`config.mk`:
```
export PLATFORM = sky130hd
export DESIGN_NAME = pulse_transmitter_flat
export DESIGN_NICKNAME = d
export VERILOG_FILES = /design/src/rtl/pulse_tx_pkg.sv /design/src/rtl/pulse_transmitter_if.sv /design/src/rtl/tx_prefetch_fifo.sv /design/src/rtl/pulse_transmitter.sv /design/src/flat_wrapper.sv
export SDC_FILE = /design/constraint.sdc
export NUM_CORES = 1
export LEC_CHECK = 0
export CORE_ASPECT_RATIO = 1.2
export CORE_UTILIZATION = 40
export CTS_BUF_LIST = sky130_fd_sc_hd__clkbuf_4
export DETAILED_ROUTE_END_ITERATION = 7
export DONT_BUFFER_PORTS = 1
export RECOVER_POWER = 25
export REMOVE_ABC_BUFFERS = 1
export SKIP_LAST_GASP = 1
export SYNTH_ARGS = -nofsm -noshare
export SYNTH_HDL_FRONTEND = slang
export SYNTH_HIERARCHICAL = 1
export SYNTH_SLANG_ARGS = --single-unit
```
`constraint.sdc`:
```
create_clock -name AD_CLK -period 4.5 [get_ports AD_CLK]
set_input_delay 1.35 -clock AD_CLK [delete_from_list [all_inputs] [get_ports AD_CLK]]
set_output_delay 1.35 -clock AD_CLK [all_outputs]
set_load 0.01 [all_outputs]
```
`src/rtl/pulse_tx_pkg.sv`:
```
// Shared types and constants for the pulse transmit path.
// Optional Q output is enabled by defining PULSE_TX_Q_CHANNEL_EN.
package pulse_tx_pkg;

   typedef enum logic [2:0] {
      ST_IDLE,
      ST_FLAG_RD,
      ST_FLAG_WAIT,
      ST_FETCH,
      ST_DRAIN,
      ST_DONE
   } tx_state_t;

   localparam int unsigned BASE_ADDR_DEF = 500;
   localparam int unsigned FLAG_ADDR_DEF = 499;

   localparam int I_MSB = 31;
   localparam int I_LSB = 16;
   localparam int Q_MSB = 15;
   localparam int Q_LSB = 0;

endpackage

```
`src/rtl/pulse_transmitter_if.sv`:
```
// Sample-memory read port: address/strobe out, in-order data/valid back.
// Master side is the transmitter, slave side is the memory.
interface pulse_transmitter_if;
   import pulse_tx_pkg::*;

   logic [15:0]          MEM_ADDR;
   logic                 MEM_RD;
   logic [I_MSB:Q_LSB]   MEM_DATA;
   logic                 MEM_VALID;

   modport master (
      output MEM_ADDR,
      output MEM_RD,
      input  MEM_DATA,
      input  MEM_VALID
   );

   modport slave (
      input  MEM_ADDR,
      input  MEM_RD,
      output MEM_DATA,
      output MEM_VALID
   );

endinterface

```
`src/rtl/tx_prefetch_fifo.sv`:
```
// Prefetch FIFO for packed {I,Q} words; head word is visible on pop_data.
// DEPTH must be a power of two.
module tx_prefetch_fifo
   import pulse_tx_pkg::*;
#(
   parameter  int unsigned DEPTH = 8,
   localparam int unsigned AW    = $clog2(DEPTH),
   localparam int unsigned CW    = AW + 1
) (
   input  logic               AD_CLK,
   input  logic               RESET_N,
   input  logic               push,
   input  logic [I_MSB:0]     push_data,
   input  logic               pop,
   output logic [I_MSB:0]     pop_data,
   output logic [CW-1:0]      count,
   output logic               empty
);

   logic [I_MSB:0] store [DEPTH];
   logic [AW-1:0]  wr_ptr;
   logic [AW-1:0]  rd_ptr;

   always_ff @(posedge AD_CLK) begin
      if (push)
         store[wr_ptr] <= push_data;
   end

   always_ff @(posedge AD_CLK or negedge RESET_N) begin
      if (!RESET_N) begin
         wr_ptr <= '0;
         rd_ptr <= '0;
         count  <= '0;
      end else begin
         if (push)
            wr_ptr <= wr_ptr + 1'b1;
         if (pop)
            rd_ptr <= rd_ptr + 1'b1;
         case ({push, pop})
            2'b10:   count <= count + 1'b1;
            2'b01:   count <= count - 1'b1;
            default: count <= count;
         endcase
      end
   end

   assign pop_data = store[rd_ptr];
   assign empty    = (count == '0);

endmodule

```
`src/rtl/pulse_transmitter.sv`:
```
// Streams a stored {I,Q} pulse from sample memory to the DAC, one per AD_CLK.
// Define PULSE_TX_Q_CHANNEL_EN to add the DAC_Q_DATA output.
module pulse_transmitter
   import pulse_tx_pkg::*;
#(
   parameter int unsigned BASE_ADDR  = BASE_ADDR_DEF,
   parameter int unsigned FLAG_ADDR  = FLAG_ADDR_DEF,
   parameter int unsigned FIFO_DEPTH = 8,
   parameter int unsigned PREFILL    = 4,
   parameter logic [15:0] IDLE_CODE  = 16'h0000
) (
   input  logic                AD_CLK,
   input  logic                RESET_N,
   input  logic                TX_START,
   input  logic [15:0]         PULSE_LEN,
   pulse_transmitter_if.master mem,
   output logic [15:0]         DAC_DATA,
   output logic                DAC_VALID,
`ifdef PULSE_TX_Q_CHANNEL_EN
   output logic [15:0]         DAC_Q_DATA,
`endif
   output logic                TX_BUSY,
   output logic                TX_OVER,
   output logic                TX_ERR,
   output logic                TX_UNDERRUN
);

   localparam int unsigned CW = $clog2(FIFO_DEPTH) + 1;

   localparam logic [15:0]   BASE_A    = 16'(BASE_ADDR);
   localparam logic [15:0]   FLAG_A    = 16'(FLAG_ADDR);
   localparam logic [CW-1:0] PREFILL_W = CW'(PREFILL);
   localparam logic [CW:0]   DEPTH_W   = (CW+1)'(FIFO_DEPTH);

   tx_state_t     state;
   tx_state_t     state_n;

   logic [15:0]   len;
   logic [15:0]   rd_idx;
   logic [15:0]   out_cnt;
   logic [CW-1:0] outstanding;
   logic          started;

   logic          issue;
   logic          in_xfer;
   logic          push;
   logic          pop;
   logic          can_go;
   logic          underrun;
   logic [CW:0]   occ;

   logic [I_MSB:0] fifo_word;
   logic [CW-1:0]  fifo_count;
   logic           fifo_empty;

   tx_prefetch_fifo #(
      .DEPTH (FIFO_DEPTH)
   ) u_fifo (
      .AD_CLK    (AD_CLK),
      .RESET_N   (RESET_N),
      .push      (push),
      .push_data (mem.MEM_DATA),
      .pop       (pop),
      .pop_data  (fifo_word),
      .count     (fifo_count),
      .empty     (fifo_empty)
   );

   // Returns are only taken while reads are owed, so stale data after
   // an abort never lands in the FIFO.
   assign in_xfer  = (state == ST_FETCH) || (state == ST_DRAIN);
   assign push     = in_xfer && mem.MEM_VALID
                     && (outstanding != '0);
   assign occ      = {1'b0, fifo_count} + {1'b0, outstanding};
   assign can_go   = started || (fifo_count >= PREFILL_W)
                     || (rd_idx == len);
   assign pop      = in_xfer && !fifo_empty && can_go
                     && (out_cnt != len);
   assign underrun = in_xfer && started && fifo_empty
                     && (out_cnt != len);

   always_comb begin
      state_n      = state;
      issue        = 1'b0;
      TX_OVER      = 1'b0;
      mem.MEM_RD   = 1'b0;
      mem.MEM_ADDR = '0;
      unique case (state)
         ST_IDLE: begin
            if (TX_START)
               state_n = (PULSE_LEN == '0) ? ST_DONE
                                           : ST_FLAG_RD;
         end
         ST_FLAG_RD: begin
            mem.MEM_RD   = 1'b1;
            mem.MEM_ADDR = FLAG_A;
            state_n      = ST_FLAG_WAIT;
         end
         ST_FLAG_WAIT: begin
            if (mem.MEM_VALID)
               state_n = mem.MEM_DATA[0] ? ST_FETCH
                                         : ST_DONE;
         end
         ST_FETCH: begin
            if (rd_idx == len) begin
               state_n = ST_DRAIN;
            end else if (occ < DEPTH_W) begin
               issue        = 1'b1;
               mem.MEM_RD   = 1'b1;
               mem.MEM_ADDR = BASE_A + rd_idx;
            end
         end
         ST_DRAIN: begin
            if (out_cnt == len)
               state_n = ST_DONE;
         end
         ST_DONE: begin
            TX_OVER = 1'b1;
            state_n = ST_IDLE;
         end
         default: state_n = ST_IDLE;
      endcase
   end

   always_ff @(posedge AD_CLK or negedge RESET_N) begin
      if (!RESET_N) begin
         state       <= ST_IDLE;
         len         <= '0;
         rd_idx      <= '0;
         out_cnt     <= '0;
         outstanding <= '0;
         started     <= 1'b0;
         DAC_DATA    <= IDLE_CODE;
         DAC_VALID   <= 1'b0;
`ifdef PULSE_TX_Q_CHANNEL_EN
         DAC_Q_DATA  <= IDLE_CODE;
`endif
         TX_BUSY     <= 1'b0;
         TX_ERR      <= 1'b0;
         TX_UNDERRUN <= 1'b0;
      end else begin
         state <= state_n;

         if (state == ST_IDLE && TX_START) begin
            len         <= PULSE_LEN;
            rd_idx      <= '0;
            out_cnt     <= '0;
            outstanding <= '0;
            started     <= 1'b0;
            TX_ERR      <= 1'b0;
            TX_UNDERRUN <= 1'b0;
            TX_BUSY     <= 1'b1;
         end

         if (state == ST_FLAG_WAIT && mem.MEM_VALID
             && !mem.MEM_DATA[0])
            TX_ERR <= 1'b1;

         if (issue)
            rd_idx <= rd_idx + 16'd1;

         case ({issue, push})
            2'b10:   outstanding <= outstanding + 1'b1;
            2'b01:   outstanding <= outstanding - 1'b1;
            default: outstanding <= outstanding;
         endcase

         // DAC shows IDLE_CODE on every cycle without a fresh pop.
         if (pop) begin
            DAC_DATA  <= fifo_word[I_MSB:I_LSB];
            DAC_VALID <= 1'b1;
`ifdef PULSE_TX_Q_CHANNEL_EN
            DAC_Q_DATA <= fifo_word[Q_MSB:Q_LSB];
`endif
            out_cnt   <= out_cnt + 16'd1;
            started   <= 1'b1;
         end else begin
            DAC_DATA  <= IDLE_CODE;
            DAC_VALID <= 1'b0;
`ifdef PULSE_TX_Q_CHANNEL_EN
            DAC_Q_DATA <= IDLE_CODE;
`endif
         end

         if (underrun)
            TX_UNDERRUN <= 1'b1;

         if (state == ST_DONE)
            TX_BUSY <= 1'b0;
      end
   end

endmodule

```
`src/flat_wrapper.sv`:
```
// flat-port wrapper written by rule: the top's interface ports become plain ports
module pulse_transmitter_flat import pulse_tx_pkg::*;
#(
   parameter int unsigned BASE_ADDR  = BASE_ADDR_DEF,
   parameter int unsigned FLAG_ADDR  = FLAG_ADDR_DEF,
   parameter int unsigned FIFO_DEPTH = 8,
   parameter int unsigned PREFILL    = 4,
   parameter logic [15:0] IDLE_CODE  = 16'h0000
)
  (AD_CLK, RESET_N, TX_START, PULSE_LEN, DAC_DATA, DAC_VALID, TX_BUSY, TX_OVER, TX_ERR, TX_UNDERRUN, mem_MEM_ADDR, mem_MEM_RD, mem_MEM_DATA, mem_MEM_VALID);
  pulse_transmitter_if mem_i ();
  input  logic AD_CLK;
  input  logic RESET_N;
  input  logic TX_START;
  input  logic [15:0] PULSE_LEN;
  output logic [15:0] DAC_DATA;
  output logic DAC_VALID;
  output logic TX_BUSY;
  output logic TX_OVER;
  output logic TX_ERR;
  output logic TX_UNDERRUN;
  output wire logic [$bits(mem_i.MEM_ADDR)-1:0] mem_MEM_ADDR;
  output wire logic [$bits(mem_i.MEM_RD)-1:0] mem_MEM_RD;
  input wire logic [$bits(mem_i.MEM_DATA)-1:0] mem_MEM_DATA;
  input wire logic [$bits(mem_i.MEM_VALID)-1:0] mem_MEM_VALID;
  assign mem_MEM_ADDR = mem_i.MEM_ADDR;
  assign mem_MEM_RD = mem_i.MEM_RD;
  assign mem_i.MEM_DATA = mem_MEM_DATA;
  assign mem_i.MEM_VALID = mem_MEM_VALID;
  pulse_transmitter #(.BASE_ADDR(BASE_ADDR), .FLAG_ADDR(FLAG_ADDR), .FIFO_DEPTH(FIFO_DEPTH), .PREFILL(PREFILL), .IDLE_CODE(IDLE_CODE)) u_core (.AD_CLK(AD_CLK), .RESET_N(RESET_N), .TX_START(TX_START), .PULSE_LEN(PULSE_LEN), .mem(mem_i), .DAC_DATA(DAC_DATA), .DAC_VALID(DAC_VALID), .TX_BUSY(TX_BUSY), .TX_OVER(TX_OVER), .TX_ERR(TX_ERR), .TX_UNDERRUN(TX_UNDERRUN));
endmodule
```
==> results by group <==
Logic synthesis
  – Syn avg cell area: 13.73 µm²
  – Post-Syn Area: 0.009707 mm²
  – Synth warn: 6
  – Synth Instances: 707

Global route
  – First-pass GRT wire length: 31.65 mm
  – Number of global-route vias before repair: 6117
  – GRT Total Usage: 16.67%
  – Initial antenna violation count: 1
  – GRT overflow: 0
  – Largest net degree at the start of global routing: 87

Worst setup path
  – Worst Reg-to-Reg Cells: 12
  – Crit-path max FO: 11
  – CP max stage cell: dfrtp_2
  – Worst path depth: 7
  – Critical path's top delay family: compound AO/OA/AOI/OAI gates
  – R2R setup slack: 930 ps
  – Critical path capture point type: output port
  – Worst endpoint data arrival time: 2890 ps
  – Startpoint Class: flip-flop
  – CP peak stage delay: 460 ps
  – CP required: 3150 ps
  – CP Cell Sequence: ha_1 > a31o_2 > a2111oi_1 > and3_1 > clkinvlp_4 > buf_12 > nor2_1
  – Setup Crit Path Kind: flip-flop to output port
  – Worst path bufs/invs: 2

Floorplanning
  – I/O pin count: 90
  – Die area: 0.02490 mm²
  – Horiz. Die Dim: 144.2 µm
  – Initial Util: 40.63%
  – Cell Rows: 62
  – DIE HEIGHT: 172.6 µm
  – CORE AREA: 0.02389 mm²

STA
  – Final setup fails: 0
  – Slew @ Worst Pin: 1110 ps
  – Hold slack: 403.9 ps
  – Final cycle utilization of the critical path: 94.16%
  – Worst relative slew slack: 25.99%
  – Final Max Slew Viols: 0
  – RSZ-0062 raised after global routing: no
  – Peak Freq: 0.2360 GHz
  – Fin crit period: 4237 ps
  – Post-Route Skew: 58.95 ps
  – Final hold violation count: 0
  – Fin Setup TNS: 0 ps

Clock network
  – Worst-path clk slew: 70 ps
  – CTS tree: built
  – Clk sinks: 214
  – Root Driver: clkbuf_4
  – Clock Latency Late Sink: 660 ps
  – CTS Buf Count: 56
  – Max Root-Sink Buffers: 3
  – H-tree Lvls: 2
  – Hold Buf Count CTS: 0

Detailed routing
  – Via density: 5.291
  – Remaining antenna violation count: 0
  – Vias post-DR: 5810
  – WL/cell: 18.14 µm
  – Drt first pass iters: 4
  – Final WL: 19.92 mm
  – 1st-iter DRT viols: 281
  – DRC Markers: 0

Place
  – Dpl hpwl: 12.32 mm
  – GP Congestion: 0.8202
  – Port Buffer Count: 0

Layout
  – Commonest non-fill, non-tap cell in the layout: edfxtp_1
  – Layout Area Growth over Synthesis: 10.12%
  – Share of cells above drive strength 1: 20.08%
  – Most frequent cells in the layout: edfxtp_1, nand2_1, dfrtp_1
  – Final nets: 808

Power
  – Worst vdd ir: 353.2 µV
  – Lkg Pwr: 4.266 nW
  – Cell Pwr Density: 541.7 mW/mm²

Outcome
  – Outcome: completed

Run
  – Max cap viols: 0

Min path
  – HP Class: input pin to asynchronous set/reset pin
worst paths after layout:
check / startpoint / to
worst max-delay path: u_core/u_fifo/count[1] / mem_MEM_ADDR[9]
worst min-delay path: RESET_N / u_core/DAC_DATA[15]
worst max register to register: u_core/rd_idx[8] / u_core/u_fifo/count[2]
worst min register to register: u_core/out_cnt[15] / u_core/out_cnt[15]
max in group asynchronous: RESET_N / u_core/TX_UNDERRUN
min in group AD_CLK: u_core/out_cnt[15] / u_core/out_cnt[15]
sequential cells by signal, summed over array words and instances, names as in the netlist, 3 cells and up:
name	cells
u_core/state	3
u_core/outstanding	4
u_core/DAC_DATA	16
u_core/len	16
u_core/u_fifo/wr_ptr	3
u_core/u_fifo/store	128
u_core/u_fifo/count	4
u_core/u_fifo/rd_ptr	3
u_core/rd_idx	16
u_core/out_cnt	16
final cells by class:
type / instances / area [µm²]
timing repair buffer: 17 / 140.1
clock inverter: 13 / 58.81
clock buffer: 81 / 608.1
inverter: 10 / 46.29
multi-input combinational: 442 / 3435
antenna: 1 / 2.502
tap: 320 / 400.4
sequential: 214 / 5998
fill: 2230 / 13200
power by group:
part | internal [W] | switching (W) | total, W
combinational | 0.000763 | 0.000691 | 0.00145
sequential | 0.00236 | 0.000412 | 0.00277
clock | 0.000819 | 0.000745 | 0.00156
total | 0.00394 | 0.00185 | 0.00579
routing by layer:
metal  track usage (%)  routed length [µm]
met4             5.965                 343
met3             5.234                1390
met1             18.02                7616
met5                 0                   0
met2             30.11               10570
repair_timing:
item,in CTS,in global routing
setup buffers,0,3
resized for setup,0,4
setup endpoints to repair,0,5
through the flow:
step                cells  setup slack (ps)  power (W)  util (%)  cell area [µm²]
floorplan             666             575.6   0.003846         -             9462
global placement     1000             808.0   0.004211     41.76             9978
detailed placement   1000             766.8   0.004278     41.76             9978
CTS                  1094             37.05   0.005885     44.55            10650
global route         1098             54.71   0.006192     44.74            10690
finish               1098             262.6   0.005791     44.74            10690
Note: power is estimated with default switching activity, not from simulation.
